===== config.mk =====
export PLATFORM = sky130hd
export DESIGN_NAME = ray_tri_scheduler
export DESIGN_NICKNAME = d
export VERILOG_FILES = /design/src/rtl/ray_tri_scheduler.sv
export SDC_FILE = /design/constraint.sdc
export NUM_CORES = 1
export LEC_CHECK = 0
export ABC_AREA = 1
export CORE_AREA = 2 2 507 509
export CTS_BUF_LIST = sky130_fd_sc_hd__clkbuf_4 sky130_fd_sc_hd__clkbuf_8
export DETAILED_ROUTE_END_ITERATION = 6
export DIE_AREA = 0 0 509 511
export PLACE_DENSITY = 0.3
export SYNTH_ARGS = -nofsm -noshare
export SYNTH_HDL_FRONTEND = slang
export SYNTH_SLANG_ARGS = --single-unit

===== constraint.sdc =====
create_clock -name i_clk -period 2.9 [get_ports i_clk]
set_input_delay 0.58 -clock i_clk [delete_from_list [all_inputs] [get_ports i_clk]]
set_output_delay 0.58 -clock i_clk [all_outputs]
set_load 0.05 [all_outputs]

===== src/rtl/ray_tri_scheduler.sv =====
// ray_tri_scheduler: walks triangles 0..N-1 for one ray, issues each pair to the intersection
// unit and returns the closest valid hit. Optional watchdog on WAIT: define RTS_WATCHDOG_EN.
`timescale 1ns/1ps
module ray_tri_scheduler #(
  parameter int                 TRI_IDX_W   = 16,
  parameter logic signed [31:0] MAX_T       = 32'sh7FFFFFFF,
  parameter int                 INV_CNT_W   = 8,
  parameter int                 TIMEOUT_CYC = 64
) (
  input  logic                  i_clk,
  input  logic                  i_rst,
  input  logic                  i_ray_valid,
  output logic                  o_ray_ready,
  input  logic [0:1][0:2][31:0] i_ray,
  input  logic [TRI_IDX_W-1:0]  i_num_tri,
  output logic                  o_tri_rd,
  output logic [TRI_IDX_W-1:0]  o_tri_addr,
  input  logic [0:2][0:2][31:0] i_tri_data,
  output logic                  o_isect_valid,
  output logic [0:2][0:2][31:0] o_isect_triangle,
  output logic [0:1][0:2][31:0] o_isect_ray,
  input  logic                  i_isect_valid,
  input  logic                  i_isect_hit,
  input  logic                  i_isect_invalid,
  input  logic [31:0]           i_isect_t,
  input  logic [0:2][31:0]      i_isect_normal,
  output logic                  o_hit_valid,
  input  logic                  i_hit_ready,
  output logic                  o_hit,
  output logic [TRI_IDX_W-1:0]  o_hit_idx,
  output logic [31:0]           o_hit_t,
  output logic [0:2][31:0]      o_hit_normal,
  output logic [INV_CNT_W-1:0]  o_inv_cnt
);

  typedef enum logic [2:0] {
    S_IDLE  = 3'd0,
    S_FETCH = 3'd1,
    S_LOAD  = 3'd2,
    S_ISSUE = 3'd3,
    S_WAIT  = 3'd4,
    S_DONE  = 3'd5
  } state_e;

  function automatic logic [INV_CNT_W-1:0] sat_inc(input logic [INV_CNT_W-1:0] v);
    if (v == {INV_CNT_W{1'b1}}) begin
      sat_inc = v;
    end else begin
      sat_inc = v + INV_CNT_W'(1);
    end
  endfunction

  function automatic logic is_closer(input logic [31:0] t, input logic [31:0] best);
    is_closer = ($signed(t) < $signed(best));
  endfunction

  state_e                 state_q, state_d;
  logic [0:1][0:2][31:0]  ray_q, ray_d;
  logic [TRI_IDX_W-1:0]   num_tri_q, num_tri_d;
  logic [TRI_IDX_W-1:0]   idx_q, idx_d;
  logic [0:2][0:2][31:0]  tri_q, tri_d;
  logic                   ray_ready_q, ray_ready_d;
  logic                   tri_rd_q, tri_rd_d;
  logic                   isect_valid_q, isect_valid_d;
  logic                   hit_valid_q, hit_valid_d;
  logic                   hit_q, hit_d;
  logic [TRI_IDX_W-1:0]   hit_idx_q, hit_idx_d;
  logic [31:0]            hit_t_q, hit_t_d;
  logic [0:2][31:0]       hit_normal_q, hit_normal_d;
  logic [INV_CNT_W-1:0]   inv_cnt_q, inv_cnt_d;

  logic timeout_s;
  logic take_s;
  logic bad_s;
  logic last_s;

`ifdef RTS_WATCHDOG_EN
  localparam int WD_W = (TIMEOUT_CYC > 1) ? $clog2(TIMEOUT_CYC) : 1;
  logic [WD_W-1:0] wd_cnt_q, wd_cnt_d;
  assign timeout_s = (state_q == S_WAIT) && (wd_cnt_q == WD_W'(TIMEOUT_CYC - 1));
`else
  logic [31:0] wd_unused_s;
  assign wd_unused_s = 32'(TIMEOUT_CYC);
  assign timeout_s   = 1'b0;
`endif

  // A response on the timeout cycle wins, so a timeout counts as invalid only without one.
  assign take_s = i_isect_valid || timeout_s;
  assign bad_s  = !i_isect_valid || i_isect_invalid;
  assign last_s = (idx_q == (num_tri_q - TRI_IDX_W'(1)));

  // Next-state and datapath updates for the job sequencer.
  always_comb begin
    state_d      = state_q;
    ray_d        = ray_q;
    num_tri_d    = num_tri_q;
    idx_d        = idx_q;
    tri_d        = tri_q;
    hit_d        = hit_q;
    hit_idx_d    = hit_idx_q;
    hit_t_d      = hit_t_q;
    hit_normal_d = hit_normal_q;
    inv_cnt_d    = inv_cnt_q;
`ifdef RTS_WATCHDOG_EN
    wd_cnt_d     = '0;
`endif
    case (state_q)
      S_IDLE: begin
        if (i_ray_valid && ray_ready_q) begin
          ray_d        = i_ray;
          num_tri_d    = i_num_tri;
          idx_d        = '0;
          hit_d        = 1'b0;
          hit_idx_d    = '0;
          hit_t_d      = MAX_T;
          hit_normal_d = '0;
          inv_cnt_d    = '0;
          state_d      = (i_num_tri != '0) ? S_FETCH : S_DONE;
        end else begin
          state_d = S_IDLE;
        end
      end
      S_FETCH: begin
        state_d = S_LOAD;
      end
      S_LOAD: begin
        tri_d   = i_tri_data;
        state_d = S_ISSUE;
      end
      S_ISSUE: begin
        state_d = S_WAIT;
      end
      S_WAIT: begin
        if (take_s) begin
          if (bad_s) begin
            inv_cnt_d = sat_inc(inv_cnt_q);
          end else if (i_isect_hit && is_closer(i_isect_t, hit_t_q)) begin
            hit_d        = 1'b1;
            hit_idx_d    = idx_q;
            hit_t_d      = i_isect_t;
            hit_normal_d = i_isect_normal;
          end else begin
            hit_d = hit_q;
          end
          if (last_s) begin
            state_d = S_DONE;
          end else begin
            idx_d   = idx_q + TRI_IDX_W'(1);
            state_d = S_FETCH;
          end
        end else begin
`ifdef RTS_WATCHDOG_EN
          wd_cnt_d = wd_cnt_q + WD_W'(1);
`endif
          state_d = S_WAIT;
        end
      end
      S_DONE: begin
        if (hit_valid_q && i_hit_ready) begin
          state_d = S_IDLE;
        end else begin
          state_d = S_DONE;
        end
      end
      default: begin
        state_d = S_IDLE;
      end
    endcase

    // Strobes are registered from the state being entered; o_hit_valid trails DONE entry by one cycle.
    ray_ready_d   = (state_d == S_IDLE);
    tri_rd_d      = (state_d == S_FETCH);
    isect_valid_d = (state_d == S_ISSUE);
    hit_valid_d   = (state_q == S_DONE) && (state_d == S_DONE);
  end

  // State and output registers with synchronous reset.
  always_ff @(posedge i_clk) begin
    if (i_rst) begin
      state_q       <= S_IDLE;
      ray_q         <= '0;
      num_tri_q     <= '0;
      idx_q         <= '0;
      tri_q         <= '0;
      ray_ready_q   <= 1'b1;
      tri_rd_q      <= 1'b0;
      isect_valid_q <= 1'b0;
      hit_valid_q   <= 1'b0;
      hit_q         <= 1'b0;
      hit_idx_q     <= '0;
      hit_t_q       <= MAX_T;
      hit_normal_q  <= '0;
      inv_cnt_q     <= '0;
`ifdef RTS_WATCHDOG_EN
      wd_cnt_q      <= '0;
`endif
    end else begin
      state_q       <= state_d;
      ray_q         <= ray_d;
      num_tri_q     <= num_tri_d;
      idx_q         <= idx_d;
      tri_q         <= tri_d;
      ray_ready_q   <= ray_ready_d;
      tri_rd_q      <= tri_rd_d;
      isect_valid_q <= isect_valid_d;
      hit_valid_q   <= hit_valid_d;
      hit_q         <= hit_d;
      hit_idx_q     <= hit_idx_d;
      hit_t_q       <= hit_t_d;
      hit_normal_q  <= hit_normal_d;
      inv_cnt_q     <= inv_cnt_d;
`ifdef RTS_WATCHDOG_EN
      wd_cnt_q      <= wd_cnt_d;
`endif
    end
  end

  assign o_ray_ready      = ray_ready_q;
  assign o_tri_rd         = tri_rd_q;
  assign o_tri_addr       = idx_q;
  assign o_isect_valid    = isect_valid_q;
  assign o_isect_triangle = tri_q;
  assign o_isect_ray      = ray_q;
  assign o_hit_valid      = hit_valid_q;
  assign o_hit            = hit_q;
  assign o_hit_idx        = hit_idx_q;
  assign o_hit_t          = hit_t_q;
  assign o_hit_normal     = hit_normal_q;
  assign o_inv_cnt        = inv_cnt_q;

endmodule


== After elaboration in Yosys (flattened, before gate mapping) ==
Cells that the tools add are included.

* $add $sub $neg: 3
* Magnitude comparators: 1
* Eq/ne operators: 17
* Muxes and demuxes: 34
* Reductions and logical operators: 14

{| class="wikitable"
|+ Operators with widths
! kind !! count
|-
| $mux 96 || 4
|-
| $pmux 96 s2 || 1
|-
| $mux 32 || 4
|-
| $mux 16 || 6
|-
| $pmux 16 s2 || 2
|-
| $pmux 32 s2 || 1
|-
| $lt 32x32->1 || 1
|-
| $mux 8 || 4
|-
| $pmux 3 s6 || 1
|-
| $add 16x1->16 const B || 1
|-
| $eq 16x16->1 || 1
|-
| $pmux 8 s2 || 1
|-
| $reduce_bool 16->1 || 1
|-
| $sub 16x1->16 const B || 1
|-
| $mux 3 || 5
|-
| $ne 2x2->1 const B || 7
|-
| $reduce_and 5->1 || 2
|-
| $eq 3x2->1 const B || 3
|-
| $eq 3x3->1 const B || 3
|-
| $add 8x1->8 const B || 1
|-
| $eq 8x8->1 const B || 1
|-
| $eq 3x1->1 const B || 2
|-
| $logic_not 3->1 || 2
|-
| $logic_and 1x1->1 || 4
|-
| 7 further kinds || 10
|}

* Register bits after elaboration: 672
* Input bits: 631
* Logic and storage cells: 98

== Depth between registers and ports, before layout ==
* Depth after elaboration: 7
* Mapped depth: 19
* Mapped depth without buffers: 17

== Least setup slack after synthesis ==
Ideal clock, no wire load.

* Path type: register to register
* Start point: register hit_t_q[21] (netlist: o_hit_t[21])
* End point: register hit_t_q[10] (netlist: o_hit_t[10])
* Setup time: 0.134 ns
* Data arrival time: 2.267 ns
* Data required time: 2.766 ns
* Setup slack: 0.500 ns
* Cell stages (with the launch flop): 16
* Period minus slack after synthesis: 2.400 ns
* Path through: dfxtp_1 -> inv_1 -> ha_1 -> a21oi_1 -> nor2_1 -> nor2_1 -> nand3_1 -> a21oi_1 -> nand2_1 -> nand2_1 -> nand3_1 -> buf_2 -> buf_6 -> buf_2 -> nand3_1 -> nand3_1

* Word-level cells in the longest chain between the ends: 4

{| class="wikitable"
|+ Ends and longest elaborated chain
! element !! line !! text
|-
| start, declared || 68 || <nowiki>logic [31:0] hit_t_q, hit_t_d;</nowiki>
|-
| start signal, assigned || 209 || <nowiki>hit_t_q <= hit_t_d;</nowiki>
|-
| $lt 32x32->1 || 54 || <nowiki>is_closer = ($signed(t) < $signed(best));</nowiki>
|-
| $logic_and 1x1->1 || 137 || <nowiki>end else if (i_isect_hit && is_closer(i_isect_t, hit_t_q)) begin</nowiki>
|-
| $ne 2x2->1 (no line) || - ||
|-
| $reduce_and 5->1 (no line) || - ||
|}

Every way passes these cells.
A chain may end at the register's enable or synchronous reset.

== Final worst setup path ==
* Start point: register hit_t_q[27] (netlist: o_hit_t[27])
* End point: output port o_hit_t[27]

{| class="wikitable"
|+ RTL lines
! element !! line !! text
|-
| end, declared || 31 || <nowiki>output logic [31:0] o_hit_t,</nowiki>
|}

No word-level cell between the ends.

==> metrics.csv <==
stage,metric,value,unit
clock_tree,cts_tree,yes,
cells_and_area,nFillCells,28807,
setup_path,slowest_stage,clkdlybuf4s50_1,
power,switching_share,42.9,%
timing,finalSetupViolations,0,
timing,layout_min_cycle_time,2.72,ns
power,p_int,21.7,mW
cells_and_area,area_growth,77.7,%
die,core,255000,um2
timing,finalHoldViolations,0,
yosys,syn-num-nets,4163,
cells_and_area,final_cell_area,46300,um2
drt,firstDrtPassIters,5,
drt,antenna_left,0,
clock_tree,numClockSinks,672,
timing,drv_slew,0,
cells_and_area,final_common_cell,nor2_1,
drt,drt_iter0_drc,1477,
power,powerDensity,824,nW/um2
clock_tree,cts_buffers,153,
timing,worstMarginPinSlew,1.12,ns
yosys,synth_area,26000,um2
die,design.die.area,260000,um2
die,ioPinCount,1284,
placed_design,portBuffers,1283,
worst_hold_path,worstHoldStart,i_rst,
yosys,synth_seq_cells,672,
placed_design,place_area,43100,um2
cells_and_area,fin_nets,5460,
grt,antenna_found_initial,75,
yosys,syn-mean-instance-area,7.44,um2
clock_tree,clk_pin_slew_worst_paths,0.06,ns
setup_path,worstSetupStartpointType,flip-flop,
setup_path,worstPathArrival,2.14,ns
drt,wl,187,mm
timing,max_slew_margin,25.1,%
drt,wl_per_cell,22.5,um
die,die-height,511,um
setup_path,path_buf_inv,1,
die,start_util,10.2,%
die,die_w,509,um
run,cap_violations,0,
setup_path,r2r_setup_slack,0.40,ns
drt,route.detailed.drc,0,
worst_hold_path,whs_path_depth,4,
setup_path,slowest_delay,0.86,ns
cells_and_area,layout-drive-gt1-share,10.1,%
die,std_cell_rows,186,
clock_tree,cts.path.max_buffers,3,
setup_path,critPathTopFamily,buffers and inverters,
power,seq_power_share,30.6,%
cells_and_area,seq_area,13500,um2
setup_path,worstReg2RegStart,state_q[2],
setup_path,r2r_end,o_tri_addr[1],
setup_path,worst-r2r-cell-count,13,
timing,fin_skew,0.0617,ns
clock_tree,root_buffer,clkbuf_8,
timing,fmax,0.367,GHz
power,ir_drop,0.375,mV
worst_hold_path,min_path_type,in2reg,
clock_tree,hold_buffers,0,
clock_tree,htree_num_levels,4,
power,power,38.1,mW
grt,grt_first_pass_wirelength,250,mm
worst_hold_path,holdPathEnd,o_isect_ray[27],
placed_design,place_hpwl,147,mm
grt,grt_pass1_vias,29128,
outcome,status,completed,
yosys,ys.warnings.count,0,
setup_path,cp.required,2.32,ns
cells_and_area,final_cell_mix,"1153 x nor2_1, 1067 x clkdlybuf4s50_1, 672 x dfxtp_1",
power,p_clk_share,31.4,%
grt,grt_max_degree,161,
yosys,yosysSeqAreaShare,51.7,%
placed_design,place.gp.congestion,0.820,
drt,via_per_inst,3.46,
grt,gr-usage-all-layers,13.8,%
setup_path,path_max_fanout,3,
setup_path,crit_path_cell_trace,clkdlybuf4s50_1,
yosys,syn_inst,3498,
power,power.switching,16.4,mW
setup_path,path_class,reg2out,
grt,grt_overflow,0,
power,p_leak,18.7,nW
clock_tree,insertion_delay,0.94,ns
yosys,synthDistinctLibCells,40,
drt,num_vias,28765,
power,combPwrFrac,37.9,%
setup_path,end_kind,primary output,
cells_and_area,multi_input_area,10800,um2
timing,fin_crit_sh,93.9,%
[power by group through the flow]
| stage | logic (mW) | clock network, mW | registers, mW |
|---|---|---|---|
| 6_report | 14.5 | 12.0 | 11.7 |
| 5_1_grt | 15.5 | 13.0 | 11.9 |
| 4_1_cts | 14.8 | 12.7 | 11.7 |
| 3_5_place_dp | 15.0 | 0 | 11.9 |
| 3_3_place_gp | 15.1 | 0 | 11.9 |
| 2_1_floorplan | 3.48 | 0 | 16.5 |
[worst max-delay path by stage]
stage / from / to / slack, ns / cells after the start
after floorplan: o_hit_t[21] / o_hit_t[10] / 0.50 / 15
after CTS: o_hit_t[31] / o_hit_t[31] / 0.0005 / 1
final: o_hit_t[27] / o_hit_t[27] / 0.18 / 1
after detailed placement: i_isect_t[29] / o_hit_normal[63] / -0.25 / 12
after global routing: o_isect_ray[148] / o_isect_ray[148] / -0.009 / 1
after global placement: i_isect_t[29] / o_hit_normal[19] / -0.24 / 13
[layout make-up]
class | instances | area share [%]
antenna | 21 | 0.114
clock buffer | 227 | 6.16
clock inverter | 38 | 0.920
inverter | 193 | 1.62
multi-input combinational | 2380 | 23.4
sequential | 672 | 29.1
tap | 3384 | 9.15
timing repair buffer | 1395 | 29.5
[synthesized netlist by cell type (all sizes together)]
library cell	instances	share of area, %
a21oi	156	3.1
a41oi	1	0.034
and3	1	0.024
buf	51	1.1
clkbuf	202	2.9
dfxtp	672	52
ha	34	1.6
inv	193	2.8
nand2	202	3.1
nand2b	1	0.024
nand3	215	4.2
nand4	7	0.23
nor2	1159	17
nor3	13	0.29
nor3b	2	0.058
nor4	7	0.17
o21a	1	0.029
o21ai	537	10
o21bai	1	0.029
o221ai	1	0.034
o22ai	1	0.024
or2	2	0.048
xnor2	7	0.24
xor2	32	1.1
[per-stage QoR]
step                      instances  setup slack [ns]  setup TNS [ns]  hold WS (ns)  util (%)
after global placement         8024            -0.238          -29.80         0.463      16.9
after CTS                      8289          0.000507               0        0.0170      18.1
after floorplan                3498             0.500               0         0.446         -
after detailed placement       8024            -0.249          -27.75         0.470      16.9
after global routing           8297          -0.00919         -0.0337        0.0464      18.1
final                          8310             0.176               0         0.170      18.1
[kinds of logic after synthesis]
family / count (synthesis) / synth area share [%]
AO/OA/AOI/OAI: 698 / 13.6
buffers and inverters: 446 / 6.80
AND/OR/NAND/NOR: 1609 / 25.0
adder cells (fa/ha/maj): 34 / 1.63
flip-flops: 672 / 51.7
XOR/XNOR: 39 / 1.31
[state kept, by name, indices dropped and copies added (netlist names), 3 cells and up]
register,count
state_q,3
o_hit_t,32
o_inv_cnt,8
o_isect_triangle,288
o_tri_addr,16
o_hit_idx,16
o_isect_ray,192
num_tri_q,16
o_hit_normal,96
[metal layers]
| metal | wire [um] | global-route usage, % |
|---|---|---|
| met1 | 75300 | 15.7 |
| met2 | 87300 | 23.1 |
| met5 | 307 | 0 |
| met3 | 19800 | 6.49 |
| met4 | 3890 | 3.16 |
[repair_timing]
action                     CTS  global route
gates resized for setup    157             0
setup buffers                0             0
setup endpoints to repair  152             0
Power figures use the tool's default switching activity.
